`src/rtl/lenet_pkg.sv`:
```
// lenet_pkg: shared widths, types and helpers for the LeNet classification stages.
// Rev 1.0 - initial release.
`timescale 1ns/1ps
`default_nettype none

package lenet_pkg;

  localparam int top_bitwidth = 9;
  localparam int NUM_CLASSES  = 10;
  localparam int CLASS_W      = $clog2(NUM_CLASSES);

  typedef logic signed [top_bitwidth-1:0] score_t;
  typedef logic [CLASS_W-1:0]             class_t;

  typedef enum logic [0:0] {
    SCAN = 1'b0,
    HOLD = 1'b1
  } state_t;

  function automatic logic [NUM_CLASSES-1:0] onehot_class(input class_t c);
    logic [NUM_CLASSES-1:0] oh;
    oh = '0;
    for (int i = 0; i < NUM_CLASSES; i++) begin
      if (c == class_t'(i)) oh[i] = 1'b1;
    end
    return oh;
  endfunction

endpackage

`default_nettype wire

```
`src/rtl/lenet_argmax_stage.sv`:
```
// lenet_argmax_stage: streaming argmax over one frame of signed class scores.
// Rev 1.0 - initial release.
`timescale 1ns/1ps
`default_nettype none

module lenet_argmax_stage
  import lenet_pkg::*;
(
  input  logic                           clk,
  input  logic                           reset_n,
  input  logic                           score_valid,
  output logic                           score_ready,
  input  logic signed [top_bitwidth-1:0] score_data,
  input  logic                           score_last,
  output logic                           result_valid,
  input  logic                           result_ready,
  output logic [CLASS_W-1:0]             result_class,
  output logic signed [top_bitwidth-1:0] result_score,
  output logic [NUM_CLASSES-1:0]         led,
  output logic                           frame_error
);

  state_t r_state;
  state_t w_state_nxt;

  class_t r_count;
  score_t r_max;
  class_t r_idx;

  logic   w_hs;
  logic   w_last_slot;
  logic   w_frame_end;
  logic   w_take;
  score_t w_max_nxt;
  class_t w_idx_nxt;

  // Handshake derived from state, not from score_ready, to keep the FSM loop-free.
  assign w_hs        = score_valid && (r_state == SCAN);
  assign w_last_slot = (r_count == class_t'(NUM_CLASSES - 1));
  assign w_frame_end = w_hs && (score_last || w_last_slot);

  // First score of a frame always seeds; later ones win only on strictly greater.
  assign w_take    = (r_count == '0) || (score_data > r_max);
  assign w_max_nxt = w_take ? score_data : r_max;
  assign w_idx_nxt = w_take ? r_count    : r_idx;

  always_ff @(posedge clk or negedge reset_n) begin
    if (!reset_n) begin
      r_state <= SCAN;
    end else begin
      r_state <= w_state_nxt;
    end
  end

  always_comb begin
    w_state_nxt  = r_state;
    score_ready  = 1'b0;
    result_valid = 1'b0;
    case (r_state)
      SCAN: begin
        score_ready = 1'b1;
        if (w_frame_end) w_state_nxt = HOLD;
      end
      HOLD: begin
        result_valid = 1'b1;
        if (result_ready) w_state_nxt = SCAN;
      end
      default: w_state_nxt = SCAN;
    endcase
  end

  always_ff @(posedge clk or negedge reset_n) begin
    if (!reset_n) begin
      r_count      <= '0;
      r_max        <= '0;
      r_idx        <= '0;
      result_class <= '0;
      result_score <= '0;
      led          <= '0;
      frame_error  <= 1'b0;
    end else begin
      frame_error <= 1'b0;
      if (w_hs) begin
        if (w_frame_end) begin
          result_class <= w_idx_nxt;
          result_score <= w_max_nxt;
          r_count      <= '0;
          // Short frame (early last) or long frame (no last in final slot).
          frame_error  <= score_last ^ w_last_slot;
        end else begin
          r_max   <= w_max_nxt;
          r_idx   <= w_idx_nxt;
          r_count <= r_count + class_t'(1);
        end
      end
      if ((r_state == HOLD) && result_ready) begin
        led <= onehot_class(result_class);
      end
    end
  end

endmodule

`default_nettype wire

```
`config.mk`:
```
export PLATFORM = sky130hd
export DESIGN_NAME = lenet_argmax_stage
export DESIGN_NICKNAME = d
export VERILOG_FILES = /design/src/rtl/lenet_pkg.sv /design/src/rtl/lenet_argmax_stage.sv
export SDC_FILE = /design/constraint.sdc
export NUM_CORES = 1
export LEC_CHECK = 0
export ABC_AREA = 1
export CORE_ASPECT_RATIO = 1.75
export CORE_MARGIN = 2
export CORE_UTILIZATION = 47
export CTS_CLUSTER_SIZE = 14
export DETAILED_ROUTE_END_ITERATION = 8
export PLACE_DENSITY = 0.76
export SLEW_MARGIN = 10
export SYNTH_ARGS = -nofsm -noshare
export SYNTH_HDL_FRONTEND = slang
export SYNTH_SLANG_ARGS = --single-unit
```
`constraint.sdc`:
```
create_clock -name clk -period 1.8 [get_ports clk]
set_input_delay 0.27 -clock clk [delete_from_list [all_inputs] [get_ports clk]]
set_output_delay 0.27 -clock clk [all_outputs]
set_load 0.05 [all_outputs]
```
==> results summary, run 1 <==
The area enclosed by the die boundary is 5234 sq um. The region available for standard cell placement spans 4444 sq um. STA classifies the critical path endpoint as a register. The net switching power of the design came out at 2891 uW. Setup violations remaining at the end of the flow were counted as 26. The number of nets with antenna violations after routing is 0.

The worst-case setup margin in the final layout came out at -57.98 ps. The total overflow reported by the global router came out at 0. The number of placed cells counting well taps came out at 377.

The flip-flop and latch count after synthesis is 42. The area growth from synthesis to layout came out at 40.58%. In the layout the commonest cells are nand2_1, dfrtp_1, inv_1, buf_4. The peak supply drop came out at 1.435 mV.

The share of power burned in the clock network is 0.112. The half-perimeter wire length after detailed placement is 3.794 mm. The library cell used most frequently in the layout, excluding fill and tap cells, is nand2_1. The number of vias per cell is 5.227.

0 antenna diodes ended up in the layout. Cell internal power was estimated by the tool at 2838 uW. The mean area per synthesized cell is 7.779 sq um. The largest net degree at the start of global routing came out at 19. The critical path's largest stage delay is 410 ps. STA classifies the critical path startpoint as a register. The critical path goes through inv_2 -> ha_4 -> nand2_2 -> nand2_2 -> a21oi_2 -> nand4_1 -> nand2_4 -> buf_6 -> nand3_2 -> nand3_1 -> nand2_1.

The area of the mapped netlist came out at 2186 sq um. The number of max-capacitance violations reported came out at 0. The clock latency of the later-clocked register in the worst-skew pair is 300 ps. The routability-driven placement congestion ratio is 0.8631. The final setup skew is 7.806 ps. Dividing the final minimum period by the clock period gives 1.032. The top-level I/O count is 40. During placement, the flow inserted port buffers numbering 39. The minimum clock period after layout came out at 1858 ps.

The overall routing resource usage came out at 0.2255. For this run, the register share of the synthesized area comes to 0.4808. The final number of hold-violating endpoints is 0.

The overall power consumption is 5729 uW. The combinational power share is 0.608. The total number of nets in the final design came out at 367. The via count of the first global-routing pass came out at 1998. The final non-filler cell total came out at 392. STA puts the critical path data required time at 2000 ps. The layout has 361 filler cells. The cell family contributing the most delay on the critical path is simple AND/OR/NAND/NOR gates. The top fanout value on the critical path is 5. The number of buffers created by CTS came out at 5. The share of the core filled with cells in the final layout came out at 0.6914. The number of remaining DRC errors is 0.

Yosys printed 0 warnings. The final reports fail on negative setup slack. The longest clock path from root to sink contains 2 buffers. The number of standard cells after synthesis is 281.

The transition time at the pin with the least slew margin is 495.4 ps. After routing, the total negative slack on setup checks comes to -775.8 ps. The flow ran to the end, but the final reports show violations. The worst setup path is of the reg -> reg kind. The DRC marker count from the first detailed-route iteration came out at 55. The largest individual stage delay along the critical path comes from the cell dfrtp_1. Of the total power, registers draw 0.280. The floorplan step set the die height to 94.22 microns. The initial utilization of the core area, before any placement, comes to 0.4918.

The post-placement setup slack is -417.3 ps. The post-synthesis cell type count is 20. The net count of the mapped netlist came out at 308. The leakage power figure came out at 0.001604 uW. TritonCTS built the clock tree. Detailed routing inserted a total of 2049 vias.

Clock tree synthesis found a total of 42 sinks. The final count of pins violating max slew is 0. The share of total power consumed by net switching came out at 0.5047. Setup repair after global routing could not meet its margin everywhere. The count of standard-cell rows is 32. By instance count, the cell type seen most on the critical path is nand2_2. The die is 55.55 microns wide.

Together, buffers and inverters on the worst path number 2. Derived from the worst setup path, the maximum achievable clock frequency is 538.2 MHz. The clock edge transition at the registers on the reported setup and hold paths is 80 ps. The tree is rooted in a clkbuf_8. The first detailed-routing pass took 4 iterations.

Dividing the detail-routed wire length by the instance count gives 14.68 microns. The power per cell area is 1864 nW/um^2. The tightest min-delay check is of the in -> reg type. The level count of the clock H-tree came out at 2. The number of antenna violations at the first check in global routing was 0. STA puts the critical path data arrival time at 2060 ps.

The first-pass GRT wire length is 8.976 mm. In the final layout, the share of cells above drive strength 1 is 0.2874. In this run the tightest slew margin relative to its limit is 0.6687. The final routed wirelength across all metal layers is 5.753 mm.
## metrics by stage
stage | instance area (sq um) | hold WS, ps
2_1_floorplan | 2191 | -25.59
3_3_place_gp | 2665 | 218.2
3_5_place_dp | 2665 | 223.7
4_1_cts | 2799 | 433.9
5_1_grt | 3073 | 427.1
6_report | 3073 | 403.1
## cells by family after synthesis
logic type,synth area share
fa+ha+maj,0.07442
simple gates,0.3017
flops,0.4808
buf+inv,0.09158
xor+xnor,0.004008
compound gates,0.04751
## synthesized netlist by cell type
library cell / instances / area, sq um
a21oi_1: 3 / 15.01
a21oi_2: 1 / 8.760
buf_2: 1 / 5.000
buf_4: 1 / 7.510
buf_6: 1 / 11.26
clkbuf_1: 5 / 18.77
dfrtp_1: 42 / 1051
ha_1: 13 / 162.7
inv_1: 42 / 157.7
nand2_1: 100 / 375.4
nand2_2: 3 / 18.77
nand3_1: 44 / 220.2
nand4_1: 2 / 12.51
nor2_1: 7 / 26.28
nor2_2: 1 / 6.260
o21ai_0: 10 / 50.05
o22ai_1: 1 / 6.260
o31ai_1: 2 / 15.01
o41ai_1: 1 / 8.760
xnor2_1: 1 / 8.760
## final cells by class
class                      count  area (sq um)  share of cell area
clock buffer                   6         82.58             0.02687
clock inverter                 2         12.51            0.004072
inverter                      42         168.9             0.05497
multi-input combinational    190          1171              0.3811
sequential                    42          1052              0.3424
tap                           51         63.81             0.02077
timing repair buffer          59         521.8              0.1698
## path summary, 6_finish.rpt
path / from / endpoint / slack, ps / depth (start not counted)
setup / recovery: r_max[8]$_DFFE_PN0P_ / result_score[2]$_DFFE_PN0P_ / -60 / 11
hold / removal: score_data[2] / r_max[2]$_DFFE_PN0P_ / 400 / 5
setup reg to reg: r_max[8]$_DFFE_PN0P_ / result_score[2]$_DFFE_PN0P_ / -60 / 11
hold reg to reg: led[0]$_DFFE_PN0P_ / led[0]$_DFFE_PN0P_ / 480 / 2
max in group asynchronous: reset_n / result_score[1]$_DFFE_PN0P_ / 850 / 3
min in group asynchronous: reset_n / result_score[8]$_DFFE_PN0P_ / 420 / 2
## registers in the layout (all words and copies together) (netlist names)
register / cells
frame_error: 1
led: 10
r_count: 4
r_idx: 4
r_max: 9
r_state: 1
result_class: 4
result_score: 9
## power by group through the flow
stage	logic (uW)	clock network, uW	registers (uW)
after floorplan	1280	0	2260
after global placement	2810	0	1580
after detailed placement	2870	0	1590
after CTS	2920	664	1580
after global routing	3790	705	1650
final	3490	642	1600
## worst min-delay path, delay by kind of cell
kind	cells	cell delay, ps
buffers and inverters	2	220
and+or+nand+nor	3	180
## layer usage
metal / vias to the layer above / wire, microns / global-route usage
met5: - / 0 / 0
met4: 0 / 202 / 0.1280
met3: 18 / 219 / 0.04408
met2: 55 / 3267 / 0.4216
met1: 975 / 2064 / 0.2278
li1: 1001 / - / -
## repair_timing
item	CTS	global route
pin swaps	3	26
setup endpoints to repair	27	30
hold endpoints to repair	16	0
setup buffers	2	3
hold buffers	1	0
cloned	0	1
resized for setup	4	54
(Power assumes the default switching activity.)
==> run 2, diff against run 1 <==
--- a/config.mk
+++ b/config.mk
@@ -8,10 +8,11 @@
 export ABC_AREA = 1
 export CORE_ASPECT_RATIO = 1.75
 export CORE_MARGIN = 2
-export CORE_UTILIZATION = 47
+export CORE_UTILIZATION = 56
 export CTS_CLUSTER_SIZE = 14
 export DETAILED_ROUTE_END_ITERATION = 8
-export PLACE_DENSITY = 0.76
+export DONT_BUFFER_PORTS = 1
+export PLACE_DENSITY = 0.74
 export SLEW_MARGIN = 10
 export SYNTH_ARGS = -nofsm -noshare
 export SYNTH_HDL_FRONTEND = slang
==> run 2 against run 1 <==
  * Largest cell class unchanged
  * Die area down 15%
  * Maximum frequency is 3.2% higher
  * The flow now finishes without violations
  * Setup slack gained 58 ps
  * Critical path depth increased by 2
  * Non-clock buffer count down 37
  * Design area shrank 10%
  * Global-route usage is 1.6 points higher
  * Clock skew decreased by 3.7 ps
  * Count of clock-buffer cells in the layout fell by 1
==> results summary, run 2 (synthesis gave the netlist of run 1 again) <==
The flow ran to the end, and the final reports show no timing, DRC or antenna violations. The level count of the clock H-tree came out at 2 (unchanged). The minimum clock period after layout came out at 1800 ps (-58.07 ps). The number of max-capacitance violations reported was 0 (unchanged). The number of buffers on the longest clock path came out at 2 (unchanged). The area growth from synthesis to layout came out at 26.56%.

The worst setup path is captured at a register. The final number of hold-violating endpoints came out at 0 (unchanged). In the final layout, the registers with the most flip-flops are led (10), r_max (9), result_score (9).

The half-perimeter wire length after detailed placement came out at 3.379 mm (-11%). The peak clock frequency supported by timing came to 555.6 MHz (+3.2%). The most numerous cell type found on the critical path is nand2_1.

The critical path's largest stage delay is 390 ps (-20 ps). The post-route clock period utilization is 1.000 (-0.03226). The clock latency of the later-clocked register in the worst-skew pair is 300 ps (about the same). The number of antenna cells inserted was 0 (unchanged).

The critical path data arrival time was 1990 ps (-70 ps). The number of vias per cell is 5.427 (+3.8%). The area enclosed by the die boundary was 4438 sq um (-15%).

The class of the tightest hold or removal check is in -> reg. The design area is 2766 sq um (-10%). The average wire length per cell after detail routing is 15.07 microns (+2.7%). The top-level I/O count is 40 (unchanged). The overall power consumption came to 5502 uW (-4.0%). The worst endpoint required time came to 1990 ps (about the same). The leakage power figure came out at 0.001436 uW (-10%). The count of standard-cell rows was 30 (-6.3%). The overall routing resource usage is 0.2411 (+0.01559). The die width is 51.23 microns (-7.8%).

The number of vias in the routed layout came out at 1905 (-7.0%). The worst slew slack as a fraction of its limit came out at 0.6324 (-0.03632). Traced cell by cell, the critical path runs through inv_2 -> ha_4 -> nand2_1 -> nand2_1 -> nand2_1 -> nand2_1 -> nand2_1 -> nand4_1 -> nand2_4 -> buf_6 -> nand3_2 -> nand3_1 -> nand2_1. The detailed-routing iteration count for the pre-antenna-repair pass is 4 (unchanged). The dominant delay contributor by cell family on the critical path is simple AND/OR/NAND/NOR gates.

The final setup skew came out at 4.131 ps (-3.675 ps). The number of remaining DRC errors came out at 0 (unchanged). The top fanout value on the critical path came out at 5 (unchanged).

The total overflow reported by the global router came to 0 (unchanged). TritonCTS built the clock tree. The largest net degree at the start of global routing is 43 (+24). The critical path buffer and inverter count came out at 2 (unchanged). The number of antenna violations at the first check in global routing is 0 (unchanged).

The number of placed cells counting well taps came out at 336 (-11%). The port buffer count came out at 0 (-100%). Leaving out fill and tap cells, the most frequent cell in the layout is nand2_1. The number of buffers created by CTS is 5 (unchanged). The fraction of layout cells with a size suffix above 1 came out at 0.2607 (-0.02666). The worst slack on hold paths came out at 64.67 ps (-338.4 ps).

The setup TNS is 0 ps (+775.8 ps). The effective utilization at floorplan is 0.5709 (+0.07908). The clock edge transition at the registers on the reported setup and hold paths came out at 80 ps (about the same).

The via count of the first global-routing pass is 1876 (-6.1%). The final non-filler cell total is 351 (-10%). The DRC marker count from the first detailed-route iteration is 52 (-5.5%). The count of endpoints failing setup in the final report is 0 (-100%). The transition time at the pin with the least slew margin came to 551.4 ps (+56.03 ps). The flip-flop count of the largest register after layout is 10 (unchanged).

The area inside the core boundary came to 3829 sq um (-14%). The largest register by flop count is led. Setup repair after global routing could not meet its margin everywhere. In the layout the commonest cells are nand2_1, dfrtp_1, inv_1, nand3_1. The total number of nets in the final design was 329 (-10%). The total clock sinks is 42 (unchanged). The first-pass GRT wire length is 7.990 mm (-11%). The final routed wirelength across all metal layers came to 5.291 mm (-8.0%). The cell type of the slowest stage on the worst timing path is dfrtp_1. The final count of pins violating max slew is 0 (unchanged). The routability-driven placement congestion ratio came out at 0.8634 (about the same). The fill cell total of the finished layout came to 311 (-14%). The number of nets with antenna violations after routing is 0 (unchanged). The power per cell area is 1989 nW/um^2 (+6.7%). The critical path start-end classification is reg -> reg. The placed standard-cell area was 2321 sq um (-13%). The type of origin of the critical path is a register. The peak supply drop came out at 1.270 mV (-12%).

CTS placed an instance of clkbuf_8 at the clock tree root. The die outline height came out at 86.65 microns (-8.0%).
-- run 2: routing by layer --
layer | vias up | track usage | part of all wire
li1 | 924 | - | -
met3 | 15 | 0.04483 | 0.043
met5 | - | 0 | 0
met4 | 0 | 0.1100 | 0.030
met2 | 63 | 0.4628 | 0.56
met1 | 903 | 0.2407 | 0.36
-- run 2: cell type report --
type	count	area (sq um)	area share
Clock inverter	3	40.04	0.01447
Clock buffer	5	68.82	0.02488
Timing Repair Buffer	22	209.0	0.07553
Tap cell	48	60.06	0.02171
Multi-Input combinational cell	189	1171	0.4233
Sequential cell	42	1052	0.3804
Inverter	42	165.2	0.05970
-- run 2: path summary, 6_finish.rpt --
check | start | endpoint | slack (ps) | depth (start not counted)
max reg2reg | r_max[2]$_DFFE_PN0P_ | r_max[8]$_DFFE_PN0P_ | 0.09 | 13
min in group asynchronous | reset_n | frame_error$_DFF_PN0_ | 440 | 2
min reg2reg | r_max[5]$_DFFE_PN0P_ | r_max[5]$_DFFE_PN0P_ | 490 | 2
max in group asynchronous | reset_n | r_state$_DFF_PN0_ | 1150 | 2
min | result_ready | r_state$_DFF_PN0_ | 60 | 1
max | r_max[2]$_DFFE_PN0P_ | r_max[8]$_DFFE_PN0P_ | 0.09 | 13
-- run 2: what timing repair did --
item                                   CTS  global route
setup buffers                            0             5
endpoints found under the hold margin   42             0
setup endpoints to repair               19            28
hold buffers                             2             0
pin swaps                                1            14
gates resized for setup                  4            49
-- run 2: power breakdown --
| part | leakage, uW | internal, uW | switching [uW] |
|---|---|---|---|
| Combinational | 0.000836 | 986 | 1570 |
| Clock | 0.0000579 | 408 | 335 |
| Sequential | 0.000542 | 1300 | 900 |
| Total | 0.00144 | 2700 | 2800 |
-- run 2: through the flow --
step / setup WS (ps) / utilization
2_1_floorplan: 7.389 / -
3_3_place_gp: 32.37 / 0.6062
3_5_place_dp: -19.80 / 0.6062
4_1_cts: -14.34 / 0.6487
5_1_grt: -122.0 / 0.7225
6_report: 0.08837 / 0.7225
